<file path="config.mk">
export PLATFORM = sky130hd
export DESIGN_NAME = sram_arbiter_flat
export DESIGN_NICKNAME = d
export VERILOG_FILES = /design/src/rtl/sram_arbiter_pkg.sv /design/src/rtl/sram_arbiter_if.sv /design/src/rtl/sram_arbiter_rr_arb2.sv /design/src/rtl/sram_arbiter.sv /design/src/flat_wrapper.sv
export SDC_FILE = /design/constraint.sdc
export NUM_CORES = 1
export LEC_CHECK = 0
export BUFFER_PORTS_ARGS = -buffer_cell sky130_fd_sc_hd__buf_2
export CORE_ASPECT_RATIO = 1.2
export CORE_MARGIN = 1.5
export CORE_UTILIZATION = 25
export CTS_BUF_LIST = sky130_fd_sc_hd__clkbuf_8 sky130_fd_sc_hd__clkbuf_16
export CTS_CLUSTER_SIZE = 24
export DETAILED_ROUTE_END_ITERATION = 8
export PLACE_DENSITY = 0.52
export SYNTH_ARGS = -nofsm -noshare
export SYNTH_HDL_FRONTEND = slang
export SYNTH_SLANG_ARGS = --single-unit
export TNS_END_PERCENT = 1
</file>
<file path="constraint.sdc">
create_clock -name clk -period 2 [get_ports clk]
set_input_delay 0.2 -clock clk [delete_from_list [all_inputs] [get_ports clk]]
set_output_delay 0.2 -clock clk [all_outputs]
set_load 0.01 [all_outputs]
</file>
<file path="src/rtl/sram_arbiter_pkg.sv">
// Shared encodings for the two-port SRAM arbiter: FSM states, owner ids, strobe counter width.
package sram_arbiter_pkg;

  typedef enum logic [1:0] {
    ST_IDLE   = 2'd0,
    ST_SETUP  = 2'd1,
    ST_STROBE = 2'd2,
    ST_DONE   = 2'd3
  } state_t;

  localparam logic OWN_FETCH = 1'b0;
  localparam logic OWN_DATA  = 1'b1;

  localparam int CNT_W = 4;

endpackage

</file>
<file path="src/rtl/sram_arbiter_if.sv">
// Bundle of fetch port, load/store port and SRAM pins; master = CPU+memory side, slave = arbiter.
interface sram_arbiter_if #(
  parameter int ADDR_W = 32,
  parameter int DATA_W = 32
) ();

  logic              if_req;
  logic [ADDR_W-1:0] if_addr;
  logic              if_ack;
  logic [DATA_W-1:0] if_rdata;

  logic              d_req;
  logic              d_we;
  logic [ADDR_W-1:0] d_addr;
  logic [DATA_W-1:0] d_wdata;
  logic              d_ack;
  logic [DATA_W-1:0] d_rdata;

  logic              sram_cs;
  logic              sram_oe;
  logic              sram_we;
  logic [ADDR_W-1:0] sram_addr;
  logic [DATA_W-1:0] sram_din;
  logic [DATA_W-1:0] sram_dout;

  modport master (
    output if_req, if_addr, d_req, d_we, d_addr, d_wdata, sram_dout,
    input  if_ack, if_rdata, d_ack, d_rdata,
    input  sram_cs, sram_oe, sram_we, sram_addr, sram_din
  );

  modport slave (
    input  if_req, if_addr, d_req, d_we, d_addr, d_wdata, sram_dout,
    output if_ack, if_rdata, d_ack, d_rdata,
    output sram_cs, sram_oe, sram_we, sram_addr, sram_din
  );

endinterface

</file>
<file path="src/rtl/sram_arbiter_rr_arb2.sv">
// Combinational two-requester round-robin picker; on a tie the port that did not win last time wins.
// Zero latency; grant is one-hot or zero, indexed by owner encoding.
module sram_arbiter_rr_arb2
  import sram_arbiter_pkg::*;
(
  input  logic [1:0] req,
  input  logic       last,
  output logic [1:0] grant
);

  always_comb begin
    grant = 2'b00;
    if (req[OWN_DATA] && (!req[OWN_FETCH] || last == OWN_FETCH)) begin
      grant[OWN_DATA] = 1'b1;
    end else if (req[OWN_FETCH]) begin
      grant[OWN_FETCH] = 1'b1;
    end
  end

endmodule

</file>
<file path="src/rtl/sram_arbiter.sv">
// Shares one single-port SRAM between fetch and load/store ports: grant, setup cycle, STROBE_CYC strobe, ack.
// Ack arrives STROBE_CYC+2 cycles after the grant edge; requesters hold req until their ack.
module sram_arbiter
  import sram_arbiter_pkg::*;
#(
  parameter int ADDR_W     = 32,
  parameter int DATA_W     = 32,
  parameter int STROBE_CYC = 2
) (
  input logic           clk,
  input logic           reset,
  sram_arbiter_if.slave bus
);

  state_t            state_q, state_d;
  logic [CNT_W-1:0]  cnt_q;
  logic              owner_q;
  logic              we_l_q;
  logic              last_q;
  logic [ADDR_W-1:0] addr_q;
  logic [DATA_W-1:0] din_q;
  logic [DATA_W-1:0] if_rdata_q;
  logic [DATA_W-1:0] d_rdata_q;
  logic              cs_q, oe_q, we_q, if_ack_q, d_ack_q;
  logic              cs_d, oe_d, we_d, if_ack_d, d_ack_d;
  logic [1:0]        req;
  logic [1:0]        gnt;

  // Bit position of each request equals its owner encoding.
  assign req = {bus.d_req, bus.if_req};

  sram_arbiter_rr_arb2 u_rr (
    .req   (req),
    .last  (last_q),
    .grant (gnt)
  );

  always_ff @(posedge clk) begin
    if (reset) begin
      state_q <= ST_IDLE;
    end else begin
      state_q <= state_d;
    end
  end

  always_comb begin
    state_d = state_q;
    case (state_q)
      ST_IDLE:   if (|gnt) state_d = ST_SETUP;
      ST_SETUP:  state_d = ST_STROBE;
      ST_STROBE: if (cnt_q == '0) state_d = ST_DONE;
      ST_DONE:   state_d = ST_IDLE;
      default:   state_d = ST_IDLE;
    endcase
  end

  // Outputs are decoded from the next state so the pins come straight off flops.
  always_comb begin
    cs_d     = (state_d == ST_SETUP) || (state_d == ST_STROBE);
    oe_d     = (state_d == ST_STROBE) && !we_l_q;
    we_d     = (state_d == ST_STROBE) && we_l_q;
    if_ack_d = (state_d == ST_DONE) && (owner_q == OWN_FETCH);
    d_ack_d  = (state_d == ST_DONE) && (owner_q == OWN_DATA);
  end

  always_ff @(posedge clk) begin
    if (reset) begin
      cs_q       <= 1'b0;
      oe_q       <= 1'b0;
      we_q       <= 1'b0;
      if_ack_q   <= 1'b0;
      d_ack_q    <= 1'b0;
      owner_q    <= OWN_FETCH;
      last_q     <= OWN_FETCH;
      we_l_q     <= 1'b0;
      cnt_q      <= '0;
      addr_q     <= '0;
      din_q      <= '0;
      if_rdata_q <= '0;
      d_rdata_q  <= '0;
    end else begin
      cs_q     <= cs_d;
      oe_q     <= oe_d;
      we_q     <= we_d;
      if_ack_q <= if_ack_d;
      d_ack_q  <= d_ack_d;
      case (state_q)
        ST_IDLE: begin
          if (|gnt) begin
            owner_q <= gnt[OWN_DATA];
            last_q  <= gnt[OWN_DATA];
            if (gnt[OWN_DATA]) begin
              addr_q <= bus.d_addr;
              we_l_q <= bus.d_we;
              din_q  <= bus.d_wdata;
            end else begin
              addr_q <= bus.if_addr;
              we_l_q <= 1'b0;
              din_q  <= '0;
            end
          end
        end
        ST_SETUP: cnt_q <= CNT_W'(STROBE_CYC - 1);
        ST_STROBE: begin
          if (cnt_q == '0) begin
            if (!we_l_q) begin
              if (owner_q == OWN_DATA) d_rdata_q <= bus.sram_dout;
              else                     if_rdata_q <= bus.sram_dout;
            end
          end else begin
            cnt_q <= cnt_q - CNT_W'(1);
          end
        end
        default: ;
      endcase
    end
  end

  assign bus.sram_cs   = cs_q;
  assign bus.sram_oe   = oe_q;
  assign bus.sram_we   = we_q;
  assign bus.sram_addr = addr_q;
  assign bus.sram_din  = din_q;
  assign bus.if_ack    = if_ack_q;
  assign bus.d_ack     = d_ack_q;
  assign bus.if_rdata  = if_rdata_q;
  assign bus.d_rdata   = d_rdata_q;

endmodule

</file>
<file path="src/flat_wrapper.sv">
// flat-port wrapper written by rule: the top's interface ports become plain ports
module sram_arbiter_flat import sram_arbiter_pkg::*;
#(
  parameter int ADDR_W     = 32,
  parameter int DATA_W     = 32,
  parameter int STROBE_CYC = 2
)
  (clk, reset, bus_if_req, bus_if_addr, bus_d_req, bus_d_we, bus_d_addr, bus_d_wdata, bus_sram_dout, bus_if_ack, bus_if_rdata, bus_d_ack, bus_d_rdata, bus_sram_cs, bus_sram_oe, bus_sram_we, bus_sram_addr, bus_sram_din);
  sram_arbiter_if #(.ADDR_W(ADDR_W), .DATA_W(DATA_W)) bus_i ();
  input logic clk;
  input logic reset;
  input wire logic [$bits(bus_i.if_req)-1:0] bus_if_req;
  input wire logic [$bits(bus_i.if_addr)-1:0] bus_if_addr;
  input wire logic [$bits(bus_i.d_req)-1:0] bus_d_req;
  input wire logic [$bits(bus_i.d_we)-1:0] bus_d_we;
  input wire logic [$bits(bus_i.d_addr)-1:0] bus_d_addr;
  input wire logic [$bits(bus_i.d_wdata)-1:0] bus_d_wdata;
  input wire logic [$bits(bus_i.sram_dout)-1:0] bus_sram_dout;
  output wire logic [$bits(bus_i.if_ack)-1:0] bus_if_ack;
  output wire logic [$bits(bus_i.if_rdata)-1:0] bus_if_rdata;
  output wire logic [$bits(bus_i.d_ack)-1:0] bus_d_ack;
  output wire logic [$bits(bus_i.d_rdata)-1:0] bus_d_rdata;
  output wire logic [$bits(bus_i.sram_cs)-1:0] bus_sram_cs;
  output wire logic [$bits(bus_i.sram_oe)-1:0] bus_sram_oe;
  output wire logic [$bits(bus_i.sram_we)-1:0] bus_sram_we;
  output wire logic [$bits(bus_i.sram_addr)-1:0] bus_sram_addr;
  output wire logic [$bits(bus_i.sram_din)-1:0] bus_sram_din;
  assign bus_i.if_req = bus_if_req;
  assign bus_i.if_addr = bus_if_addr;
  assign bus_i.d_req = bus_d_req;
  assign bus_i.d_we = bus_d_we;
  assign bus_i.d_addr = bus_d_addr;
  assign bus_i.d_wdata = bus_d_wdata;
  assign bus_i.sram_dout = bus_sram_dout;
  assign bus_if_ack = bus_i.if_ack;
  assign bus_if_rdata = bus_i.if_rdata;
  assign bus_d_ack = bus_i.d_ack;
  assign bus_d_rdata = bus_i.d_rdata;
  assign bus_sram_cs = bus_i.sram_cs;
  assign bus_sram_oe = bus_i.sram_oe;
  assign bus_sram_we = bus_i.sram_we;
  assign bus_sram_addr = bus_i.sram_addr;
  assign bus_sram_din = bus_i.sram_din;
  sram_arbiter #(.ADDR_W(ADDR_W), .DATA_W(DATA_W), .STROBE_CYC(STROBE_CYC)) u_core (.clk(clk), .reset(reset), .bus(bus_i));
endmodule
</file>
# Word-level counts from Yosys, hierarchy flattened
# Cells that the tools add are included.
[word_totals] regBits=141 input_bits=133
[op_classes] bitwise=2 reduce_logical=17 n_addsub=1 muxes=11 n_eq_ne=7
[op_table] operator="$mux 32" n=2
[op_table] operator="$eq 2x2->1 const B" n=4
[op_table] operator="$pmux 2 s4" n=1
[op_table] operator="$pmux 4 s2" n=1
[op_table] operator="$reduce_and 4->1" n=2
[op_table] operator="$logic_and 1x1->1" n=5
[op_table] operator="$eq 2x1->1 const B" n=2
[op_table] operator="$logic_not 4->1" n=1
[op_table] operator="$mux 1" n=4
[op_table] operator="$mux 2" n=2
[op_table] operator="$mux 4" n=1
[op_table] operator="$reduce_and 2->1" n=2
[op_table] operator="$sub 4x1->4 const B" n=1
[op_table] operator="$logic_not 1->1" n=2
[op_table] operator="$logic_not 2->1" n=1
[op_table] operator="$logic_or 1x1->1" n=2
[op_table] operator="$ne 2x2->1 const B" n=1
[op_table] operator="$not 1->1" n=2
[op_table] operator="$reduce_bool 2->1" n=1
[op_table] operator="$reduce_or 2->1" n=1

# Longest topological paths before layout
# Gate-level depths: netlist (run 1).
[logic_depth] depth_word=9 mapped_depth=8

# By module
# From an unflattened synthesis (run 1), not the netlist that was laid out.
[unflattened] hier_cells=596 hier_area_um2=5881.9
[by_module_without_submodules] module="sram_arbiter" cells_per_inst=593 seq_area_each_um2=2822.7 n_inst=1 area_per_inst_um2=5863.1
[by_module_without_submodules] module="sram_arbiter_rr_arb2" cells_per_inst=3 seq_area_each_um2=0.0 n_inst=1 area_per_inst_um2=18.8

# Worst setup path before layout (run 1)
# OpenSTA, ideal clock, no wires.
[synth_path] path_kind="reg-to-reg" from="register u_core.cnt_q[0]" to="register u_core.cs_q (netlist: u_core.bus.sram_cs)" stages_incl_launch_ff=7 required_time_ns=1.872 arrival_time_ns=1.700 path_buffers=0 path_slack_ns=0.173 synth_period_minus_slack_ns=1.827 path_cell_list="dfxtp_1 -> inv_1 -> ha_1 -> or3b_1 -> a221oi_2 -> ha_1 -> nor2b_1"
[synth_via] elab_chain_cells=5 elab_cells_between_ends=6
[synth_rtl] element="start: declaration" line="sram_arbiter.sv:16" source="logic [CNT_W-1:0] cnt_q;"
[synth_rtl] element="start signal: assignment" line="sram_arbiter.sv:103" source="ST_SETUP: cnt_q <= CNT_W'(STROBE_CYC - 1);"
[synth_rtl] element="start signal: assignment" line="sram_arbiter.sv:111" source="cnt_q <= cnt_q - CNT_W'(1);"
[synth_rtl] element="$logic_not 4->1 *" line="sram_arbiter.sv:51" source="ST_STROBE: if (cnt_q == '0) state_d = ST_DONE;"
[synth_rtl] element="$mux 2 *" line="sram_arbiter.sv:51"
[synth_rtl] element="$pmux 2 s4 *" line="sram_arbiter.sv:48" source="case (state_q)"
[synth_rtl] element="$eq 2x1->1 / $eq 2x2->1 (equally long branches)" line="sram_arbiter.sv:59" source="cs_d = (state_d == ST_SETUP) || (state_d == ST_STROBE);"
[synth_rtl] element="$logic_or 1x1->1 *" line="sram_arbiter.sv:59"
[synth_rtl] element="via u_core.cs_d" line="sram_arbiter.sv:25" source="logic cs_d, oe_d, we_d, if_ack_d, d_ack_d;"
[synth_rtl] element="end signal: assignment" line="sram_arbiter.sv:82" source="cs_q <= cs_d;"
[synth_rtl] element="end: declaration" line="sram_arbiter.sv:24" source="logic cs_q, oe_q, we_q, if_ack_q, d_ack_q;"
# The timed path passes the listed nets; every way through them passes the cells marked *.
# A chain may end at the register's enable or synchronous reset.

# Worst setup path after layout (run 1)
# Same ends and word-level chain as after synthesis.

==> results of run 1 <==
[repair_timing]
action,in CTS,in global routing
endpoints found under the hold margin,33,0
hold buffers,33,0
buffers inserted,0,0
resized for setup,0,2
setup endpoints to repair,0,16
[cells by family (layout without fill, tap and decap cells)]
group	after synthesis	after routing
adder cells (fa/ha/maj)	7	7
multiplexers	65	65
AO/OA/AOI/OAI	77	77
flip-flops	141	141
AND/OR/NAND/NOR	223	223
buffers and inverters	47	350
other	0	2
[power by group through the flow]
stage | combinational (mW) | clock, mW | sequential, mW
floorplan | 1.60 | 0 | 4.02
CTS | 3.07 | 3.12 | 3.70
global placement | 3.01 | 0 | 3.75
global route | 3.38 | 3.27 | 3.78
finish | 3.04 | 2.99 | 3.70
detailed placement | 3.02 | 0 | 3.75
[per-stage QoR]
step,total power [mW],TNS [ps],area (µm²)
floorplan,5.624,0,5643
global placement,6.759,0,7276
detailed placement,6.770,0,7276
CTS,9.900,0,8158
global route,10.42,-12.93,8164
finish,9.729,0,8167
[sequential cells by signal, summed over array words and instances (netlist names)]
signal                cells
u_core.bus.d_rdata       32
u_core.bus.d_ack          1
u_core.state_q            2
u_core.bus.sram_addr     32
u_core.bus.sram_we        1
u_core.bus.if_ack         1
u_core.we_l_q             1
u_core.owner_q            1
u_core.bus.sram_cs        1
u_core.bus.sram_oe        1
u_core.bus.if_rdata      32
u_core.bus.sram_din      32
u_core.cnt_q              4
[layout make-up]
type                       instances  area [µm²]  area share
antenna                            2       5.005   0.0006128
clock buffer                      17       425.4     0.05209
clock inverter                    15       126.4     0.01547
inverter                           4       15.01    0.001839
multi-input combinational        372        2581      0.3161
sequential                       141        2823      0.3456
tap                              279       349.1     0.04275
timing repair buffer             314        1842      0.2255
[routing by layer]
metal | vias to the layer above | wire length, µm | track usage
met4 | 0 | 187 | 0.04394
met3 | 10 | 828 | 0.04289
li1 | 2517 | - | -
met5 | - | 0 | 0
met1 | 2254 | 6812 | 0.1602
met2 | 142 | 7800 | 0.2303
[cells in the final DEF (no fill, tap or decap), types with 2 or more instances in the layout]
cell	Yosys	final
buf_2	12	264
a311oi_1	32	32
inv_6	0	7
dlygate4sd3_1	0	33
nand2b_1	98	98
nor3b_1	2	2
inv_1	4	4
buf_4	4	12
dfxtp_1	141	141
ha_1	7	7
a22o_1	34	34
mux2i_1	64	64
clkinv_2	0	2
nand2_1	66	66
diode_2	0	2
a21oi_1	2	2
clkinvlp_4	0	2
inv_8	0	2
nor2b_1	5	5
o21ai_0	2	2
nor2_1	39	38
clkbuf_16	0	17
clkinv_4	0	2
buf_12	0	5
[worst max-delay path: cells and delay by family (launching register included)]
kind,cells,cell delay (ps)
AOI/OAI and AO/OA,1,290
adders and majority gates,2,470
buffers and inverters,1,100
DFF,1,330
and+or+nand+nor,2,550
[synth_stat cells (2+ instances only)]
cell,instances
a311oi_1,32
ha_1,7
nand2b_1,98
dfxtp_1,141
nor3_1,2
buf_2,12
clkbuf_1,20
nor2b_1,5
a21oi_1,2
buf_6,5
a22o_1,34
nand2_1,66
inv_1,4
nor3b_1,2
buf_4,4
mux2i_1,64
o21ai_0,2
nor2_1,39
[worst paths after layout]
path	endpoint	slack, ps	startpoint	cells after the start
worst min-delay path	u_core.bus.sram_addr[26]	40	bus_if_addr[26]	3
worst max-delay path	u_core.bus.sram_cs	150	u_core.cnt_q[0]	6
worst max register to register	u_core.bus.sram_cs	150	u_core.cnt_q[0]	6
worst min register to register	u_core.bus.sram_din[29]	470	u_core.bus.sram_din[29]	1
==> results.ini, run 1 <==
[run_status]
status=complete, no violations

[synthesis]
synth-edff-count=0
syn-cell-area_mm2=0.005643
yosys.area.top_type=dfxtp_1
synth_area_leaders=dfxtp_1, mux2i_1, nand2b_1
ys_warn_count=0
synthFlopType=dfxtp_1
synth_compound_area_frac=0.1175
ys_seq_elements=141
synthCells=560
yosys.cell_types.count=39
synthSimpleGateAreaFrac=0.2060
yosys.area_share.adder=0.01552
synthMuxAreaShare=0.1155
synth_top_area_share=0.5002
synth_top_family_by_area=simple AND/OR/NAND/NOR gates
synthArstFlopShare=0
synth.avg_cell_area_um2=10.08
syn_nets=700
synth_seq_area_share=0.5002
synth_xor_area_frac=0

[layout]
area_delta_synth_final_pct=44.72
stdcell_count=1144
final.fill_count=2285
drive_gt1_frac=0.3754
final_util=0.3663
final_nets=990

[timing]
worstMarginPinSlew_ps=468.4
max_slew_margin=0.6878
holdWs_ps=41.87
fmax_mhz=541.7
finalCriticalPeriod_ps=1846
skew_ps=11.85
rsz0062_at_grt=true
final_hold_viol_count=0
drv_slew=0
fin_crit_sh=0.9230
layout_setup_ws_ps=154.1
setup_viol=0

[worst_setup_path]
cpMaxStageDelayCell=or3b_4
cpMostUsedCell=ha_1
max_stage_delay_ps=420
cp-end-kind=flip-flop
critical_path_class=reg2reg
worst-endpoint-required_ps=2300
worstSetupStartpointType=flip-flop
cp_max_fo=4
path_cells=inv_1 -> ha_1 -> or3b_4 -> a221oi_2 -> ha_1 -> nor2b_1
arrival_ps=2150

[global_routing]
grt_max_degree=71
grt_usage=0.1350
grt_pass1_vias=4763
antenna_found_initial=2
grt_pass1_wl_um=24970
grt_overflow=0

[route]
wirelength_um=15630
drc=0
drt_pass1_iterations=4
vias_per_cell=4.303
postRouteAntennaNets=0
wl_per_cell_um=13.66
vias=4923
drt_iter0_markers=132

[placement]
gp_congestion=0.7173
place_ws_ps=12.07
placed_cells=1077
io_buffers=265
dp_hpwl_um=10680

[power]
internal_power_mw=6.437
clock_power_share=0.307
seqPwrFrac=0.380
power_frac_comb=0.312
p_leak_nw=3.948
p_switching_mw=3.292
switching_share=0.3384
ir_worst_vdd_mv=0.5270
powerDensity_mw_per_mm2=1191

[clocking]
cts_buffer_depth=2
cts_buffers=17
cts-root-buf=clkbuf_16
clk_latency_ps=420
path_clk_slew_ps=60
cts_max_level=4
cts_tree=done
numClockSinks=141

[floorplan]
fp.dieW_um=140.2
die_area_mm2=0.02349
ios=266
initial_core_util=0.2531
die_h_um=167.6
coreArea_mm2=0.02230
std_cell_rows=60

[hold_path]
min_path_type=in2reg

[run]
drv_cap=0

Power figures use the tool's default switching activity.
==> run 2: changes to the inputs <==
GPL_TIMING_DRIVEN = 0   (was unset)
==> run 2 against run 1 <==
Effect of this change:
- count of clock-buffer cells in the layout up 1
- largest power group unchanged
- highest routed layer unchanged
- hold slack worse by 2.7 ps
- critical path type unchanged
- clock power up 5%
- clock skew up 0.56 ps
- critical endpoint unchanged
- sequential power about the same
- via count up 2.8%
- global-route usage up 1.2 points
- sequential share of layout area down 0.49 points
- first-iteration DRC count up 27%
- worst setup slack worse by 74 ps
- non-clock buffer count up 28
- total power up 2.9%
==> results.ini, run 2 (same netlist as run 1, synthesis figures left out) <==
[clocking]
cts-root-buf=clkbuf_16
path_clk_slew_ps=60  ; about the same
numClockSinks=141  ; unchanged
cts_max_level=4  ; unchanged
cts_buffer_depth=2  ; unchanged
clk_latency_ps=420  ; about the same
cts_buffers=17  ; unchanged
cts_tree=done

[layout]
area_delta_synth_final_pct=46.78
final.fill_count=2291  ; +0.26%
final_cell_mix=buf_2, dfxtp_1, nand2b_1, nand2_1, mux2i_1
drive_gt1_frac=0.3704  ; -0.005064
final_nets=1018  ; +2.8%
mostFrequentLayoutCell=buf_2
stdcell_count=1170  ; +2.3%
diodes=0  ; -2

[timing]
max_slew_margin=0.6165  ; -0.07123
final_hold_viol_count=0  ; unchanged
layout_setup_ws_ps=80.30  ; -73.77 ps
rsz0062_at_grt=false
finalCriticalPeriod_ps=1920  ; +73.77 ps
worstMarginPinSlew_ps=575.2  ; +106.9 ps
fmax_mhz=520.9  ; -3.8%
fin_crit_sh=0.9599  ; +0.03689
setup_viol=0  ; unchanged
skew_ps=12.41  ; +0.5559 ps
drv_slew=0  ; unchanged

[run]
drv_cap=0  ; unchanged

[worst_setup_path]
cp-end-kind=flip-flop
r2r_slack_ps=80  ; -70 ps
reg2reg_depth=6  ; unchanged
cp_max_fo=4  ; unchanged
worst-endpoint-required_ps=2290  ; about the same
worstSetupStartpointType=flip-flop
arrival_ps=2200  ; +50 ps
cpMaxStageDelayCell=or3b_4
critical_path_class=reg2reg
max_stage_delay_ps=410  ; about the same
r2r_end=u_core.bus.sram_cs
path_cells=inv_1 -> ha_4 -> or3b_4 -> a221oi_4 -> ha_1 -> nor2b_1
rr_startpoint=u_core.cnt_q[0]

[floorplan]
coreArea_mm2=0.02230  ; unchanged
initial_core_util=0.2531  ; unchanged
ios=266  ; unchanged
die_area_mm2=0.02349  ; unchanged
std_cell_rows=60  ; unchanged
fp.dieW_um=140.2  ; unchanged
die_h_um=167.6  ; unchanged

[route]
drt_pass1_iterations=4  ; unchanged
wl_per_cell_um=14.49  ; +6.1%
vias_per_cell=4.325  ; +0.50%
vias=5060  ; +2.8%
drc=0  ; unchanged
postRouteAntennaNets=0  ; unchanged
wirelength_um=16960  ; +8.5%
drt_iter0_markers=167  ; +27%

[global_routing]
antenna_found_initial=1  ; -1
grt_pass1_vias=5103  ; +7.1%
grt_pass1_wl_um=26810  ; +7.3%
grt_overflow=0  ; unchanged
grt_usage=0.1468  ; +0.01184
grt_max_degree=17  ; -76%

[run_status]
status=complete, no violations

[power]
p_leak_nw=4.017  ; +1.7%
ir_worst_vdd_mv=0.6063  ; +15%
powerDensity_mw_per_mm2=1208  ; +1.4%
power_mw=10.01  ; +2.9%

[placement]
place_ws_ps=-59.81  ; -71.88 ps
gp_congestion=0.7585  ; +5.7%
dp_hpwl_um=12370  ; +16%
io_buffers=265  ; unchanged
placed_cells=1104  ; +2.5%

[hold_path]
min_path_type=in2reg
min-delay-start=bus_if_addr[29]
min_path_cells=3  ; unchanged
holdPathEnd=u_core.bus.sram_addr[29]

==> run 2: cell type report <==
class                      count  area (µm²)  area share
inverter                       4       15.01    0.001813
timing repair buffer         299        1664      0.2009
clock inverter                14       142.6     0.01722
sequential                   141        2823      0.3408
multi-input combinational    372        2604      0.3144
buffer                        43       246.5     0.02976
tap                          279       349.1     0.04215
clock buffer                  18       439.2     0.05302
==> run 2: where the power goes <==
part / switching [mW] / internal (mW) / total [mW]
Combinational: 1.72 / 1.42 / 3.14
Sequential: 0.310 / 3.41 / 3.72
Clock: 1.28 / 1.87 / 3.15
==> run 2: worst max path at each step <==
stage	startpoint	to	slack, ps	cells past startpoint
2_1_floorplan	u_core.cnt_q[0]	u_core.bus.sram_cs	170	6
3_3_place_gp	u_core.cnt_q[0]	u_core.bus.sram_cs	-50	6
3_5_place_dp	u_core.cnt_q[0]	u_core.bus.sram_cs	-60	6
4_1_cts	u_core.state_q[0]	u_core.bus.d_rdata[10]	20	7
5_1_grt	u_core.state_q[0]	u_core.bus.d_rdata[27]	3	8
6_report	u_core.cnt_q[0]	u_core.bus.sram_cs	80	6
==> run 2: routing by layer <==
metal / vias up / track usage / share of wire
li1: 2568 / - / -
met1: 2301 / 0.1653 / 0.42
met4: 0 / 0.07094 / 0.024
met3: 28 / 0.04003 / 0.054
met5: - / 0 / 0
met2: 163 / 0.2555 / 0.50
==> run 2: through the flow <==
step | setup TNS (ps) | cell area (µm²) | hold slack [ps] | utilization
after global routing | 0 | 8283 | 24.63 | 0.3715
after CTS | 0 | 8252 | 11.71 | 0.3701
after detailed placement | -59.81 | 7318 | 418.9 | 0.3282
after floorplan | 0 | 5643 | 332.6 | -
after global placement | -52.42 | 7318 | 415.7 | 0.3282
final | 0 | 8283 | 39.18 | 0.3715
==> run 2: worst max-delay path, delay by kind of cell, from the launching register on <==
kind / cells / cell delay, ps
buffers and inverters: 1 / 140
and+or+nand+nor: 2 / 540
AOI/OAI and AO/OA: 1 / 330
adders and majority gates: 2 / 450
DFF: 1 / 330
==> run 2: repair_timing <==
| item | 4_1_cts | 5_1_grt |
|---|---|---|
| buffers inserted | 1 | 0 |
| endpoints found under the hold margin | 33 | 0 |
| setup endpoints to repair | 2 | 64 |
| resized for setup | 2 | 10 |
| hold buffers | 33 | 0 |
| pin swaps | 1 | 0 |
